==> src/rtl/i2c_pkg.sv <==
// Shared types and bus constants for the I2C target register block.
// Pure declarations: no logic, no latency, no flow control.
package i2c_pkg;

    typedef enum logic [3:0] {
        ST_IDLE,
        ST_ADDR,
        ST_ADDR_ACK,
        ST_PTR,
        ST_PTR_ACK,
        ST_WDATA,
        ST_WDATA_ACK,
        ST_RDATA,
        ST_RDATA_ACK,
        ST_IGNORE
    } i2c_state_e;

    localparam logic I2C_RW_WRITE = 1'b0;
    localparam logic I2C_RW_READ  = 1'b1;
    localparam logic I2C_ACK      = 1'b0;
    localparam logic I2C_NACK     = 1'b1;

endpackage

==> src/rtl/i2c_line_filter.sv <==
// 2-FF synchroniser plus stability filter for one I2C pad line; idles high.
// Latency 2 + FILT_LEN clk; no flow control, shorter pulses are dropped.
module i2c_line_filter #(
    parameter int FILT_LEN = 4
) (
    input  logic clk,
    input  logic rst_n,
    input  logic line_i,
    output logic line_o
);
    localparam int CW = $clog2(FILT_LEN + 1);

    logic [1:0]    sync_q;
    logic [CW-1:0] cnt_q;
    logic          line_q;

    always_ff @(posedge clk or negedge rst_n) begin
        if (!rst_n) begin
            sync_q <= 2'b11;
            cnt_q  <= '0;
            line_q <= 1'b1;
        end else begin
            sync_q <= {sync_q[0], line_i};
            // any return to the accepted level restarts the stability count
            if (sync_q[1] == line_q) begin
                cnt_q <= '0;
            end else if (cnt_q == CW'(FILT_LEN - 1)) begin
                line_q <= sync_q[1];
                cnt_q  <= '0;
            end else begin
                cnt_q <= cnt_q + CW'(1);
            end
        end
    end

    assign line_o = line_q;

endmodule

==> src/rtl/i2c_target_regs.sv <==
// I2C target with a byte register file: pointer write, data write, sequential read.
// Bit decisions act on filtered SCL edges; no clock stretching, so no backpressure.
module i2c_target_regs
    import i2c_pkg::*;
#(
    parameter logic [6:0] DEV_ADDR = 7'h3C,
    parameter int         REG_AW   = 4,
    parameter int         FILT_LEN = 4
) (
    input  logic              clk,
    input  logic              rst_n,
    input  logic              i2c_scl_i,
    input  logic              i2c_sda_i,
    output logic              i2c_sda_o,
    output logic              i2c_sda_t,
    input  logic [REG_AW-1:0] i_host_addr,
    output logic [7:0]        o_host_data,
    output logic              o_wr_stb,
    output logic [REG_AW-1:0] o_wr_addr,
    output logic [7:0]        o_wr_data,
    output logic              o_busy
);
    localparam int DEPTH = 2 ** REG_AW;

    logic scl_f, sda_f, scl_p_q, sda_p_q;
    logic scl_rise, scl_fall, start_det, stop_det;

    i2c_line_filter #(.FILT_LEN(FILT_LEN)) u_scl_filt (
        .clk(clk), .rst_n(rst_n), .line_i(i2c_scl_i), .line_o(scl_f)
    );
    i2c_line_filter #(.FILT_LEN(FILT_LEN)) u_sda_filt (
        .clk(clk), .rst_n(rst_n), .line_i(i2c_sda_i), .line_o(sda_f)
    );

    assign scl_rise  =  scl_f & ~scl_p_q;
    assign scl_fall  = ~scl_f &  scl_p_q;
    assign start_det =  scl_f &  scl_p_q &  sda_p_q & ~sda_f;
    assign stop_det  =  scl_f &  scl_p_q & ~sda_p_q &  sda_f;

    i2c_state_e        state_q, state_d;
    logic [2:0]        bitcnt_q, bitcnt_d;
    logic [7:0]        shift_q, shift_d;
    logic [REG_AW-1:0] ptr_q, ptr_d;
    logic              sda_t_q, sda_t_d;
    logic              busy_q, busy_d;
    logic              rw_q, rw_d;
    logic              mack_q, mack_d;
    logic              we;
    logic [7:0]        rx_byte, rd_byte;
    logic [7:0]        regs_q [DEPTH];
    logic              wr_stb_q;
    logic [REG_AW-1:0] wr_addr_q;
    logic [7:0]        wr_data_q, host_data_q;

    assign rx_byte = {shift_q[6:0], sda_f};
    assign rd_byte = regs_q[ptr_q];

    always_comb begin
        state_d  = state_q;
        bitcnt_d = bitcnt_q;
        shift_d  = shift_q;
        ptr_d    = ptr_q;
        sda_t_d  = sda_t_q;
        busy_d   = busy_q;
        rw_d     = rw_q;
        mack_d   = mack_q;
        we       = 1'b0;
        if (start_det) begin
            state_d  = ST_ADDR;
            bitcnt_d = '0;
            sda_t_d  = 1'b1;
            busy_d   = 1'b0;
            mack_d   = 1'b0;
        end else if (stop_det) begin
            state_d = ST_IDLE;
            sda_t_d = 1'b1;
            busy_d  = 1'b0;
            mack_d  = 1'b0;
        end else begin
            case (state_q)
                ST_ADDR, ST_PTR, ST_WDATA: begin
                    if (scl_rise) begin
                        shift_d  = rx_byte;
                        bitcnt_d = bitcnt_q + 3'd1;
                        if (bitcnt_q == 3'd7) begin
                            if (state_q == ST_ADDR) begin
                                if (rx_byte[7:1] == DEV_ADDR) begin
                                    state_d = ST_ADDR_ACK;
                                    rw_d    = rx_byte[0];
                                    busy_d  = 1'b1;
                                end else begin
                                    state_d = ST_IGNORE;
                                end
                            end else if (state_q == ST_PTR) begin
                                ptr_d   = rx_byte[REG_AW-1:0];
                                state_d = ST_PTR_ACK;
                            end else begin
                                we      = 1'b1;
                                ptr_d   = ptr_q + REG_AW'(1);
                                state_d = ST_WDATA_ACK;
                            end
                        end
                    end
                end
                // ACK phase: first fall pulls SDA low, second fall ends the ACK
                ST_ADDR_ACK, ST_PTR_ACK, ST_WDATA_ACK: begin
                    if (scl_fall) begin
                        if (sda_t_q) begin
                            sda_t_d = 1'b0;
                        end else if (state_q == ST_ADDR_ACK && rw_q == I2C_RW_READ) begin
                            sda_t_d  = rd_byte[7];
                            shift_d  = {rd_byte[6:0], 1'b0};
                            bitcnt_d = 3'd1;
                            state_d  = ST_RDATA;
                        end else begin
                            sda_t_d = 1'b1;
                            state_d = (state_q == ST_ADDR_ACK) ? ST_PTR : ST_WDATA;
                        end
                    end
                end
                // bitcnt counts bits already driven; wrapping to 0 means all 8 are out
                ST_RDATA: begin
                    if (scl_fall) begin
                        if (bitcnt_q == 3'd0) begin
                            sda_t_d = 1'b1;
                            ptr_d   = ptr_q + REG_AW'(1);
                            state_d = ST_RDATA_ACK;
                        end else begin
                            sda_t_d  = shift_q[7];
                            shift_d  = {shift_q[6:0], 1'b0};
                            bitcnt_d = bitcnt_q + 3'd1;
                        end
                    end
                end
                ST_RDATA_ACK: begin
                    if (scl_rise) begin
                        if (sda_f == I2C_ACK) mack_d  = 1'b1;
                        else                  state_d = ST_IGNORE;
                    end else if (scl_fall && mack_q) begin
                        mack_d   = 1'b0;
                        sda_t_d  = rd_byte[7];
                        shift_d  = {rd_byte[6:0], 1'b0};
                        bitcnt_d = 3'd1;
                        state_d  = ST_RDATA;
                    end
                end
                default: ;
            endcase
        end
    end

    always_ff @(posedge clk or negedge rst_n) begin
        if (!rst_n) begin
            scl_p_q     <= 1'b1;
            sda_p_q     <= 1'b1;
            state_q     <= ST_IDLE;
            bitcnt_q    <= '0;
            shift_q     <= '0;
            ptr_q       <= '0;
            sda_t_q     <= 1'b1;
            busy_q      <= 1'b0;
            rw_q        <= I2C_RW_WRITE;
            mack_q      <= 1'b0;
            wr_stb_q    <= 1'b0;
            wr_addr_q   <= '0;
            wr_data_q   <= '0;
            host_data_q <= '0;
            for (int i = 0; i < DEPTH; i++) regs_q[i] <= '0;
        end else begin
            scl_p_q     <= scl_f;
            sda_p_q     <= sda_f;
            state_q     <= state_d;
            bitcnt_q    <= bitcnt_d;
            shift_q     <= shift_d;
            ptr_q       <= ptr_d;
            sda_t_q     <= sda_t_d;
            busy_q      <= busy_d;
            rw_q        <= rw_d;
            mack_q      <= mack_d;
            wr_stb_q    <= we;
            host_data_q <= regs_q[i_host_addr];
            if (we) begin
                regs_q[ptr_q] <= rx_byte;
                wr_addr_q     <= ptr_q;
                wr_data_q     <= rx_byte;
            end
        end
    end

    assign i2c_sda_o   = 1'b0;
    assign i2c_sda_t   = sda_t_q;
    assign o_host_data = host_data_q;
    assign o_wr_stb    = wr_stb_q;
    assign o_wr_addr   = wr_addr_q;
    assign o_wr_data   = wr_data_q;
    assign o_busy      = busy_q;

endmodule

==> config.mk <==
export PLATFORM = sky130hd
export DESIGN_NAME = i2c_target_regs
export DESIGN_NICKNAME = d
export VERILOG_FILES = /design/src/rtl/i2c_pkg.sv /design/src/rtl/i2c_line_filter.sv /design/src/rtl/i2c_target_regs.sv
export SDC_FILE = /design/constraint.sdc
export NUM_CORES = 1
export LEC_CHECK = 0
export ABC_CLOCK_PERIOD_IN_PS = 1950
export CAP_MARGIN = 10
export CORE_UTILIZATION = 55
export DETAILED_ROUTE_END_ITERATION = 10
export PLACE_DENSITY = 0.87
export SLEW_MARGIN = 20
export SYNTH_ARGS = -nofsm -noshare
export SYNTH_HDL_FRONTEND = slang
export SYNTH_SLANG_ARGS = --single-unit
==> constraint.sdc <==
create_clock -name clk -period 1.95 [get_ports clk]
set_clock_uncertainty 0.05 [all_clocks]
set_input_delay 0.2925 -clock clk [delete_from_list [all_inputs] [get_ports clk]]
set_output_delay 0.2925 -clock clk [all_outputs]
set_load 0.05 [all_outputs]
==> results.md <==
* Status: complete, but fails checks
* Failing checks: setup timing
* DR WL/cell at 31.58 microns
* Die ar. at 0.01844 sq mm
* Worst-path clk slew at 0.07 ns
* Hold slack at 0.1973 ns
* Largest net degree at the start of global routing at 49
* Vias in the first global route at 7985
* Final nets at 853
* Tmin final at 2.160 ns
* Critical path launch point type: flop
* Share of layout cells above drive strength 1 at 0.5077
* Critical path capture point type: flop
* Hold Path Cell Cnt at 1
* Routability cong. at 0.9118
* Synthesis-to-finish area growth at 29.70%
* Synth top area cells: dfrtp_1, mux2_2, mux4_2
* Leakage Power at 0.005635 uW
* R2R setup slack at -0.21 ns
* Final Power at 9586 uW
* Num rows at 48
* Hold path endpoint: u_sda_filt.sync_q[0]
* Fin. Hold Viols at 0
* Syn nets at 753
* Initial Util at 0.5654
* Hold_sp: i2c_sda_i
* Synthesized area at 0.009847 sq mm
* Cells along the critical path: ha_2 -> ha_4 -> nand3_4 -> nor3b_4 -> buf_6 -> and3_4 -> buf_8 -> mux2_4
* Die width at 135.8 microns
* CTS sink cnt at 186
* Max IR drop VDD at 1.110 mV
* Buffers & Inverters on Critical Path at 2
* Inserted Diodes at 0
* Post-synthesis sequential area ratio at 0.4738
* Worst r2r dst: regs_q[100]
* Total gr overflow at 0
* Cell family with most CP delay: simple AND/OR/NAND/NOR gates
* Buffers on Ports at 30
* Reg2reg start: bitcnt_q[1]
* Worst EP arrival at 2.43 ns
* Synthesized area per cell at 13.38 sq um
* Setup violators final at 147
* CP max-delay cell: dfrtp_1
* Clock Path Buffers at 2
* Max-capacitance violation count at 0
* IO Pins at 32
* RSZ-0062 raised after global routing: true
* Netlist cell types at 66
* Setup TNS at -23.41 ns
* Drt drc at 0
* Fmax at 462.9 MHz
* FF-to-FF path depth at 8
* Pwr dens at 750.6 mW/mm^2
* Max Slew Vio Count at 0
* Chip Height at 135.8 microns
* Number of CTS-inserted buffers at 17
* WP data required at 2.22 ns
* # fillers at 952
* Final wirelength at 33.85 mm
* Final period util at 1.108
* Area leader, netlist: dfrtp_1
* CTS tree: yes
* H-tree levels at 4
* Vias after detailed routing at 7852
* Slew HR at 0.4331
* Final ANT Viol Nets at 0
* Crit Path Max Fanout at 8
* Initial drt markers at 1164
* Initial antenna violation count at 0
* DP HPWL at 18.11 mm
* Syn Inst Count at 736
* Number of flops mapped to enable cells by yosys at 0
* Origin of the worst setup path: bitcnt_q[1]
* Worst-Margin Slew at 0.8466 ns
* HP Class: in -> reg
* First-pass GRT wire length at 49.25 mm
* Worst setup margin at -0.2101 ns
* Flops & latches, synth at 186
* Core Region at 0.01742 sq mm
* CP max stage delay at 0.38 ns
* CTS root buffer: clkbuf_16
* Yosys top cell area share at 0.4498
* YS warnings at 0
* Kind of critical path: reg -> reg
* DR pass1 iterations at 6
* Gr usage total at 0.3692
* Synth async-reset ratio at 1.000
* Vias per inst at 7.325
* Clock latency on the worst-skew pair at 0.45 ns
* Top FF cell, synth: dfrtp_1
[sequential cells by signal (all words and copies together), names as in the netlist, 2 cells and up]
name / flops
bitcnt_q: 3
o_wr_addr: 4
u_sda_filt.cnt_q: 3
o_host_data: 8
u_sda_filt.sync_q: 2
u_scl_filt.sync_q: 2
u_scl_filt.cnt_q: 3
ptr_q: 4
state_q: 4
regs_q: 128
shift_q: 8
o_wr_data: 8
[stage by stage]
step           cell area (sq um)  setup WS (ns)  utilization  cells
2_1_floorplan               9892       -0.03535            -    736
3_3_place_gp               11040        -0.2004       0.6341   1023
3_5_place_dp               11050        -0.2169       0.6343   1023
4_1_cts                    12360        -0.1470       0.7098   1058
5_1_grt                    12770        -0.2759       0.7333   1072
6_report                   12770        -0.2101       0.7333   1072
[cells in the mapped netlist, types with 12 or more instances]
library cell  instances
buf_4                25
mux2_2              127
mux2_1               18
nand3_1              14
buf_2                12
a22oi_1              12
and3_1               18
mux2i_1              53
nor2_1               18
mux4_2               48
clkbuf_1             28
a21oi_1              12
dfrtp_1             177
a221oi_1             12
nand2_1              25
[cells in the final DEF, fill, tap and decap left out, drive strengths merged, types with 10 or more instances in the layout]
master	netlist	routed
clkbuf	28	21
a21oi	12	12
dfrtp	177	177
mux2i	53	53
buf	44	126
a221oi	13	13
mux4	48	48
inv	9	11
nor2	18	18
mux2	146	146
a22oi	13	13
nor2b	10	10
nand3	15	15
nand2	25	25
and3	18	18
[cell families (layout without fill, tap and decap cells)]
group	Yosys count	count (layout)	synth area share
DFF	186	186	0.4738
and+or+nand+nor	129	129	0.07497
muxes	247	247	0.3310
other	1	1	0.0003808
buffers and inverters	81	192	0.04422
xor gates and xnor gates	3	3	0.002669
adders and majority gates	9	9	0.01144
AOI/OAI and AO/OA	80	80	0.06150
[final cells by class]
type / count / area, sq um / share of cell area
Tap cell: 225 / 281.5 / 0.02204
Sequential cell: 186 / 4672 / 0.3658
Timing Repair Buffer: 153 / 1597 / 0.1250
Clock inverter: 9 / 117.6 / 0.009209
Multi-Input combinational cell: 469 / 5617 / 0.4398
Inverter: 9 / 36.28 / 0.002841
Clock buffer: 21 / 450.4 / 0.03527
[how the worst max path moves through the flow]
stage | to | slack [ns] | depth (start not counted)
floorplan | state_q[0] | -0.04 | 7
global placement | regs_q[100] | -0.20 | 7
detailed placement | regs_q[110] | -0.22 | 7
CTS | regs_q[98] | -0.15 | 7
global route | regs_q[100] | -0.28 | 7
finish | regs_q[100] | -0.21 | 8
[power breakdown]
group | internal [uW] | switching (uW)
registers | 4050 | 137
clock network | 1920 | 1590
logic | 732 | 1160
[layer usage]
metal | vias to the layer above | wire length, microns | GRT usage
met1 | 3960 | 11860 | 0.4702
li1 | 2954 | - | -
met3 | 224 | 3597 | 0.08530
met2 | 714 | 15830 | 0.5675
met5 | - | 0 | 0
met4 | 0 | 2568 | 0.2409
[repair_timing]
action,4_1_cts,5_1_grt
hold buffers,1,0
pin swaps,10,20
buffers inserted,4,15
endpoints found under the setup margin,153,169
gates cloned,1,0
gates resized for setup,196,71
hold endpoints to repair,32,0
[worst reg2reg max path: stages (launching register included)]
cell and delay (ns):
dfrtp_1 0.38, ha_2 0.22, ha_4 0.15, nand3_4 0.07, nor3b_4 0.28, buf_6 0.18
and3_4 0.23, buf_8 0.16, mux2_4 0.32
No activity file was read; power rests on OpenSTA's default activity.
